$ cat config.mk
export PLATFORM = sky130hd
export DESIGN_NAME = if_fetch_queue
export DESIGN_NICKNAME = d
export VERILOG_FILES = /design/src/rtl/if_fetch_queue.sv
export SDC_FILE = /design/constraint.sdc
export NUM_CORES = 1
export LEC_CHECK = 0
export BUFFER_PORTS_ARGS = -buffer_cell sky130_fd_sc_hd__buf_2
export CAP_MARGIN = 5
export CORE_AREA = 8 8 144 146
export CTS_CLUSTER_SIZE = 25
export DETAILED_ROUTE_END_ITERATION = 12
export DIE_AREA = 0 0 152 154
export PLACE_DENSITY_LB_ADDON = 0.12
export SLEW_MARGIN = 10
export SYNTH_ARGS = -nofsm -noshare
export SYNTH_HDL_FRONTEND = slang
export SYNTH_SLANG_ARGS = --single-unit
$ cat constraint.sdc
create_clock -name clk -period 8.2 [get_ports clk]
set_input_delay 0.82 -clock clk [delete_from_list [all_inputs] [get_ports clk]]
set_output_delay 0.82 -clock clk [all_outputs]
set_load 0.05 [all_outputs]
$ cat src/rtl/if_fetch_queue.sv
// Instruction fetch queue between the IF and ID stages. It buffers {instruction, pc, fault}
// so an ID stall never forces IF to drop an outstanding fetch. There is no bypass path.
module if_fetch_queue #(
  parameter int DEPTH = 4,
  parameter int XLEN  = 32
) (
  input  logic                     clk,
  input  logic                     rst,
  input  logic                     flush,
  input  logic                     in_valid,
  input  logic [XLEN-1:0]          in_instruction,
  input  logic [XLEN-1:0]          in_pc,
  input  logic                     in_fault,
  output logic                     in_ready,
  output logic                     out_valid,
  output logic [XLEN-1:0]          out_instruction,
  output logic [XLEN-1:0]          out_pc,
  output logic                     out_fault,
  input  logic                     out_stall,
  output logic [$clog2(DEPTH):0]   occupancy
);

  localparam int PTR_W = $clog2(DEPTH);
  localparam logic [PTR_W:0] FULL_CNT = (PTR_W+1)'(DEPTH);

  logic [PTR_W-1:0] wr_ptr;
  logic [PTR_W-1:0] rd_ptr;
  logic [PTR_W:0]   count;

  logic [XLEN-1:0]  instr_mem [DEPTH];
  logic [XLEN-1:0]  pc_mem    [DEPTH];
  logic             fault_mem [DEPTH];

  logic push;
  logic pop;

  // in_ready is a function of registered state only, so ID stall never reaches IF combinationally
  assign in_ready  = (count != FULL_CNT);
  assign out_valid = (count != '0) && !flush;
  assign push      = in_valid && in_ready && !flush;
  assign pop       = out_valid && !out_stall;

  assign out_instruction = instr_mem[rd_ptr];
  assign out_pc          = pc_mem[rd_ptr];
  assign out_fault       = fault_mem[rd_ptr];
  assign occupancy       = count;

  always_ff @(posedge clk or negedge rst) begin
    if (!rst) begin
      wr_ptr <= '0;
      rd_ptr <= '0;
      count  <= '0;
    end else if (flush) begin
      wr_ptr <= '0;
      rd_ptr <= '0;
      count  <= '0;
    end else begin
      if (push) wr_ptr <= wr_ptr + PTR_W'(1);
      if (pop)  rd_ptr <= rd_ptr + PTR_W'(1);
      case ({push, pop})
        2'b10:   count <= count + (PTR_W+1)'(1);
        2'b01:   count <= count - (PTR_W+1)'(1);
        default: count <= count;
      endcase
    end
  end

  // Payload storage carries no reset; contents are don't-care while out_valid is low
  always_ff @(posedge clk) begin
    if (push) begin
      instr_mem[wr_ptr] <= in_instruction;
      pc_mem[wr_ptr]    <= in_pc;
      fault_mem[wr_ptr] <= in_fault;
    end
  end

endmodule

==> run_results.csv, run 1 <==
group,metric,value,unit
synthesis,synthAdderAreaFrac,0.7064,%
power,power_density,282.1,nW/um^2
sta,setup_viol_count_final,0,
sta,tns,0,ns
synthesis,synthMuxAreaShare,14.76,%
power,p_sw,906.1,uW
worst_setup_path,end_kind,"primary output",
routing,vias,4562,
synthesis,syn_area,9918,sq um
final_layout,num_antenna_cells,0,
synthesis,syn-num-nets,484,
synthesis,synth_cell_types,33,
synthesis,yosysSeqAreaShare,80.48,%
global_route,grt_pass1_vias,4980,
sta,drv_slew,0,
floorplanning,core,18460,sq um
routing,drtIter0Drc,300,
sta,relSlewSlack,31.22,%
sta,clock_skew,0.01110,ns
synthesis,synth_xor_area_share,0.2649,%
global_route,grt_pass1_wl,28460,microns
synthesis,synth_edf_count,260,
placement,post-dp-hpwl,10450,microns
floorplanning,rows,50,
synthesis,synth_compound_area_share,1.060,%
floorplanning,die_x,152,microns
worst_setup_path,cp_data_required_time,7.38,ns
clock_tree,cts_resized,0,
worst_setup_path,cp_max_fo,47,
synthesis,synth_common_cells,"edfxtp_1, mux4_2, clkbuf_1",
clock_tree,htreeDepth,1,
global_route,gr-usage-all-layers,15.58,%
synthesis,ys_async_sr_fraction,2.622,%
final_layout,areaGrowthSynthToFinish,17.14,%
sta,tightestPinTransition,1.032,ns
routing,vias_per_cell,5.639,
synthesis,synthCells,409,
worst_setup_path,critPathMaxStageDelay,0.80,ns
final_layout,stdcell_count,809,
power,p_comb_share,17.5,%
final_layout,regArea,7988,sq um
final_layout,nNetsFinal,632,
routing,route.detailed.drc,0,
placement,dp_cells,762,
clock_tree,numClockSinks,267,
final_layout,post_route_cells_drive_above_1_share,43.48,%
power,ir_drop,0.0001681,V
floorplanning,dieHeight,154,microns
synthesis,avgSynthCellArea,24.25,sq um
final_layout,num-fill-cells,1278,
worst_setup_path,crit_chain,"buf_4, mux4_2, buf_2",
synthesis,synth_top_area_cell,"edfxtp_1",
synthesis,synth_area_leaders,"edfxtp_1, mux4_2, dfrtp_1, ha_1, buf_2",
routing,wl_per_cell,22.51,microns
sta,fmax,265.7,MHz
synthesis,yosysWarnings,0,
synthesis,synth_ff_type,"edfxtp_1",
sta,hold_viol,0,
synthesis,yosysMostFrequentCell,"edfxtp_1",
power,swShare,27.65,%
clock_tree,cts-root-buf,"clkbuf_16",
clock_tree,path_clk_slew,0.06,ns
floorplanning,die_area,23410,sq um
clock_tree,ctsLongestPathBuffers,3,
sta,fin_crit,3.763,ns
synthesis,synth_top_cell_area_share,78.72,%
worst_setup_path,critical_path_class,"reg2out",
power,pwr-share-seq,48.8,%
power,power,3.278,mW
worst_hold_path,hp-class,"in2async",
final_layout,final_core_util,62.96,%
worst_setup_path,arrival,2.94,ns
clock_tree,hold_buffers,0,
synthesis,synth_top_family_by_area,"multiplexers",
clock_tree,clk_latency,0.51,ns
synthesis,synth_simple_gate_area_share,1.526,%
routing,drt-total-wl,18210,microns
placement,gp_congestion,0.7038,
clock_tree,cts_made_buffers,27,
worst_setup_path,slowest_stage,"buf_4",
routing,firstDrtPassIters,4,
final_layout,multiInputGateArea,1827,sq um
power,leakagePower,3.885,nW
placement,port_buffers,139,
floorplanning,io_pins,140,
sta,fin_crit_sh,45.89,%
power,internal_power,2.372,mW
global_route,grt_start_max_net_pins,66,
sta,rsz0062_at_grt,"false",
synthesis,ys_seq_elements,267,
routing,antenna_left,0,
power,clkPwrFrac,33.7,%
global_route,antenna_found_initial,0,
floorplanning,start_util,53.74,%
global_route,overflow,0,
clock_tree,post_cts_buffers,0,
clock_tree,tritoncts,"done",
worst_setup_path,startpoint_type,"flip-flop",
run_status,status,"complete, no violations",
flow_run,maxCapViolations,0,
[per-stage QoR]
stage                     hold slack, ns  area (sq um)  setup WS, ns
after detailed placement          0.5858         10830         4.869
after CTS                         0.1241         11620         4.313
after global routing              0.1305         11620         4.187
after global placement            0.5537         10830         4.870
after floorplan                   0.5244          9918         4.717
final                             0.1464         11620         4.437
[registers in the layout, summed over array words and instances (netlist names)]
name	count
fault_mem	4
instr_mem	128
occupancy	3
pc_mem	128
rd_ptr	2
wr_ptr	2
[layer usage]
layer	wire length [microns]	track usage (%)	vias to the layer above	share of wire [%]
met2	9247	26.31	138	51
met3	1065	4.064	21	5.8
met1	7648	19.93	2373	42
met5	0	0	-	0
li1	-	-	2030	-
met4	249	3.855	0	1.4
[path summary, 6_finish.rpt]
kind / start / end / slack [ns] / cells after the start
min in group clk: in_pc[19] / pc_mem[2][19]$_DFFE_PP_ / 0.51 / 1
min reg2reg: wr_ptr[1]$_DFFE_PN0P_ / wr_ptr[1]$_DFFE_PN0P_ / 0.58 / 2
min: rst / occupancy[1]$_DFFE_PN0P_ / 0.15 / 1
max: rd_ptr[0]$_DFFE_PN0P_ / out_instruction[6] / 4.44 / 3
max in group asynchronous: rst / rd_ptr[0]$_DFFE_PN0P_ / 7.84 / 1
max reg2reg: occupancy[0]$_DFFE_PN0P_ / pc_mem[2][13]$_DFFE_PP_ / 5.80 / 3
[layout by cell type (no fill, tap or decap), types with 2 or more instances in the layout]
master	synthesis	routed
inv_1	3	3
nand3_1	2	2
clkinv_1	0	4
edfxtp_1	260	260
clkbuf_16	0	27
mux4_2	65	65
o21ai_0	2	2
nand2_1	6	6
o21a_1	2	2
xnor2_1	3	3
buf_4	2	2
clkbuf_1	10	7
a21oi_1	5	5
dfrtp_1	7	5
ha_1	4	4
buf_2	8	139
nor3_1	4	4
and2_4	0	4
clkinv_2	0	7
nor2_1	6	6
[layout make-up]
| class | count | share of cell area (%) |
|---|---|---|
| timing repair buffer | 141 | 6.117 |
| inverter | 3 | 0.09692 |
| clock buffer | 34 | 6.041 |
| multi-input combinational | 117 | 15.72 |
| tap | 234 | 2.520 |
| sequential | 267 | 68.75 |
| clock inverter | 13 | 0.7538 |
[cell families (layout without fill, tap and decap cells)]
group,Yosys count,after routing
flip-flops,267,267
multiplexers,65,65
AND/OR/NAND/NOR,28,28
buffers and inverters,25,191
AO/OA/AOI/OAI,16,16
adder cells (fa/ha/maj),5,5
XOR/XNOR,3,3
[power groups by stage]
| stage | logic, mW | registers (mW) | clock network, mW |
|---|---|---|---|
| 5_1_grt | 0.606 | 1.61 | 1.18 |
| 6_report | 0.574 | 1.60 | 1.10 |
| 3_3_place_gp | 0.578 | 1.63 | 0 |
| 2_1_floorplan | 0.460 | 1.61 | 0 |
| 4_1_cts | 0.585 | 1.60 | 1.13 |
| 3_5_place_dp | 0.584 | 1.63 | 0 |
[critical path, delay by kind of cell (launching register included)]
family                 cells  cell delay [ns]
DFF                        1             0.72
muxes                      1             0.63
buffers and inverters      2             1.03
Note: power is estimated with default switching activity, not from simulation.
==> run 2, diff against run 1 <==
clock period = 3.7 ns   (was 8.2 ns; I/O delays follow)
==> run_results.csv, run 2 (synthesized netlist as in run 1, its figures left out) <==
group,metric,value,unit
worst_setup_path,cp_data_required_time,3.33,ns
final_layout,design_area,11650,sq um
clock_tree,cts_resized,0,
routing,drtIter0Drc,201,
global_route,grt_start_max_net_pins,66,
global_route,overflow,0,
routing,firstDrtPassIters,4,
sta,fin_crit_sh,80.37,%
final_layout,num_antenna_cells,0,
worst_setup_path,critPathMaxStageDelay,0.95,ns
final_layout,stdcell_count,810,
floorplanning,core,18460,sq um
run_status,status,"complete, no violations",
worst_hold_path,min_to,"instr_mem[3][26]$_DFFE_PP_",
worst_hold_path,hold_depth,1,
clock_tree,numClockSinks,267,
sta,rsz0062_at_grt,"false",
sta,fin_hold_ws,0.07096,ns
worst_setup_path,r2r_setup_slack,1.30,ns
routing,vias_per_cell,5.664,
power,power,7.218,mW
sta,hold_viol,0,
power,ir_drop,0.0003433,V
global_route,gr-usage-all-layers,15.19,%
clock_tree,ctsLongestPathBuffers,3,
sta,setup_viol_count_final,0,
worst_setup_path,cp_num_buf_inv,2,
sta,clock_skew,0.01109,ns
clock_tree,hold_buffers,1,
sta,tightestPinTransition,1.028,ns
global_route,antenna_found_initial,0,
final_layout,final_core_util,63.13,%
final_layout,top_regs,"instr_mem x128, pc_mem x128, fault_mem x4",
worst_setup_path,startpoint_type,"flip-flop",
floorplanning,start_util,53.74,%
clock_tree,clk_latency,0.51,ns
placement,place_ws,1.161,ns
worst_setup_path,arrival,2.60,ns
worst_setup_path,end_kind,"primary output",
placement,post-dp-hpwl,10530,microns
final_layout,post_route_cells_drive_above_1_share,43.75,%
clock_tree,cts-root-buf,"clkbuf_16",
final_layout,nNetsFinal,635,
worst_setup_path,path_delay_family,"flip-flops",
worst_setup_path,critical_path_class,"reg2out",
worst_setup_path,timing.rr.start,"occupancy[0]$_DFFE_PN0P_",
power,power_density,619.5,nW/um^2
worst_setup_path,cp_max_fo,42,
clock_tree,path_clk_slew,0.06,ns
placement,gp_congestion,0.7102,
floorplanning,die_area,23410,sq um
final_layout,areaGrowthSynthToFinish,17.47,%
routing,route.detailed.drc,0,
floorplanning,die_x,152,microns
sta,drv_slew,0,
floorplanning,dieHeight,154,microns
routing,vias,4588,
placement,placed_cell_area,10860,sq um
routing,wl_per_cell,21.89,microns
placement,port_buffers,139,
sta,fmax,336.3,MHz
worst_hold_path,hp-class,"in2reg",
floorplanning,io_pins,140,
clock_tree,tritoncts,"done",
sta,fin_ws,0.7265,ns
global_route,grt_pass1_wl,27810,microns
flow_run,maxCapViolations,0,
worst_hold_path,worstHoldStart,"in_instruction[26]",
clock_tree,cts_made_buffers,26,
final_layout,mostFrequentLayoutCells,"edfxtp_1, buf_2, mux4_2",
clock_tree,post_cts_buffers,0,
worst_setup_path,reg2reg_depth,3,
clock_tree,htreeDepth,1,
routing,drt-total-wl,17730,microns
sta,relSlewSlack,31.48,%
sta,tns,0,ns
global_route,grt_pass1_vias,5001,
worst_setup_path,slowest_stage,"dfrtp_4",
sta,fin_crit,2.974,ns
worst_setup_path,rr_endpoint,"pc_mem[3][6]$_DFFE_PP_",
worst_setup_path,crit_chain,"buf_4, mux4_2, buf_2",
final_layout,final_common_cell,"edfxtp_1",
floorplanning,rows,50,
power,leakagePower,3.903,nW
routing,antenna_left,0,
placement,dp_cells,765,
-- run 2: cell count changes in the layout (fill, tap and decap cells not counted) --
cell           before  now
clkinv_2            7    6
clkbuf_1            7    2
clkinv_1            4    7
dlygate4sd3_1       0    1
buf_4               2    4
buf_12              0    1
-- run 2: worst max path at each step --
stage / startpoint / endpoint / slack, ns / cells past startpoint
CTS: rd_ptr[0]$_DFFE_PN0P_ / out_instruction[11] / 0.59 / 3
global placement: rd_ptr[0]$_DFFE_PN0P_ / out_instruction[11] / 1.18 / 3
global route: rd_ptr[0]$_DFFE_PN0P_ / out_pc[16] / 0.50 / 3
detailed placement: rd_ptr[0]$_DFFE_PN0P_ / out_instruction[11] / 1.16 / 3
finish: rd_ptr[0]$_DFFE_PN0P_ / out_instruction[11] / 0.73 / 3
floorplan: occupancy[0]$_DFFE_PN0P_ / fault_mem[2]$_DFFE_PP_ / 0.22 / 5
-- run 2: power by group --
part,switching (mW),internal (mW),total (mW)
Clock,1.01,1.38,2.39
Combinational,0.859,0.406,1.26
Sequential,0.103,3.46,3.56
-- run 2: final cells by class --
| class | instances | area (sq um) |
|---|---|---|
| Multi-Input combinational cell | 117 | 1827 |
| Fill cell | 1276 | 6804 |
| Tap cell | 234 | 292.8 |
| Timing Repair Buffer | 145 | 755.7 |
| Sequential cell | 267 | 7988 |
| Clock buffer | 29 | 683.2 |
| Clock inverter | 15 | 93.84 |
| Inverter | 3 | 11.26 |
-- run 2: per-layer routing --
metal / GRT usage (%) / part of all wire [%] / wire length [microns] / up-vias
met2: 25.69 / 50 / 8862 / 142
met1: 19.75 / 42 / 7528 / 2387
met4: 4.093 / 1.7 / 304 / 0
li1: - / - / - / 2035
met3: 3.223 / 5.8 / 1035 / 24
met5: 0 / 0 / 0 / -
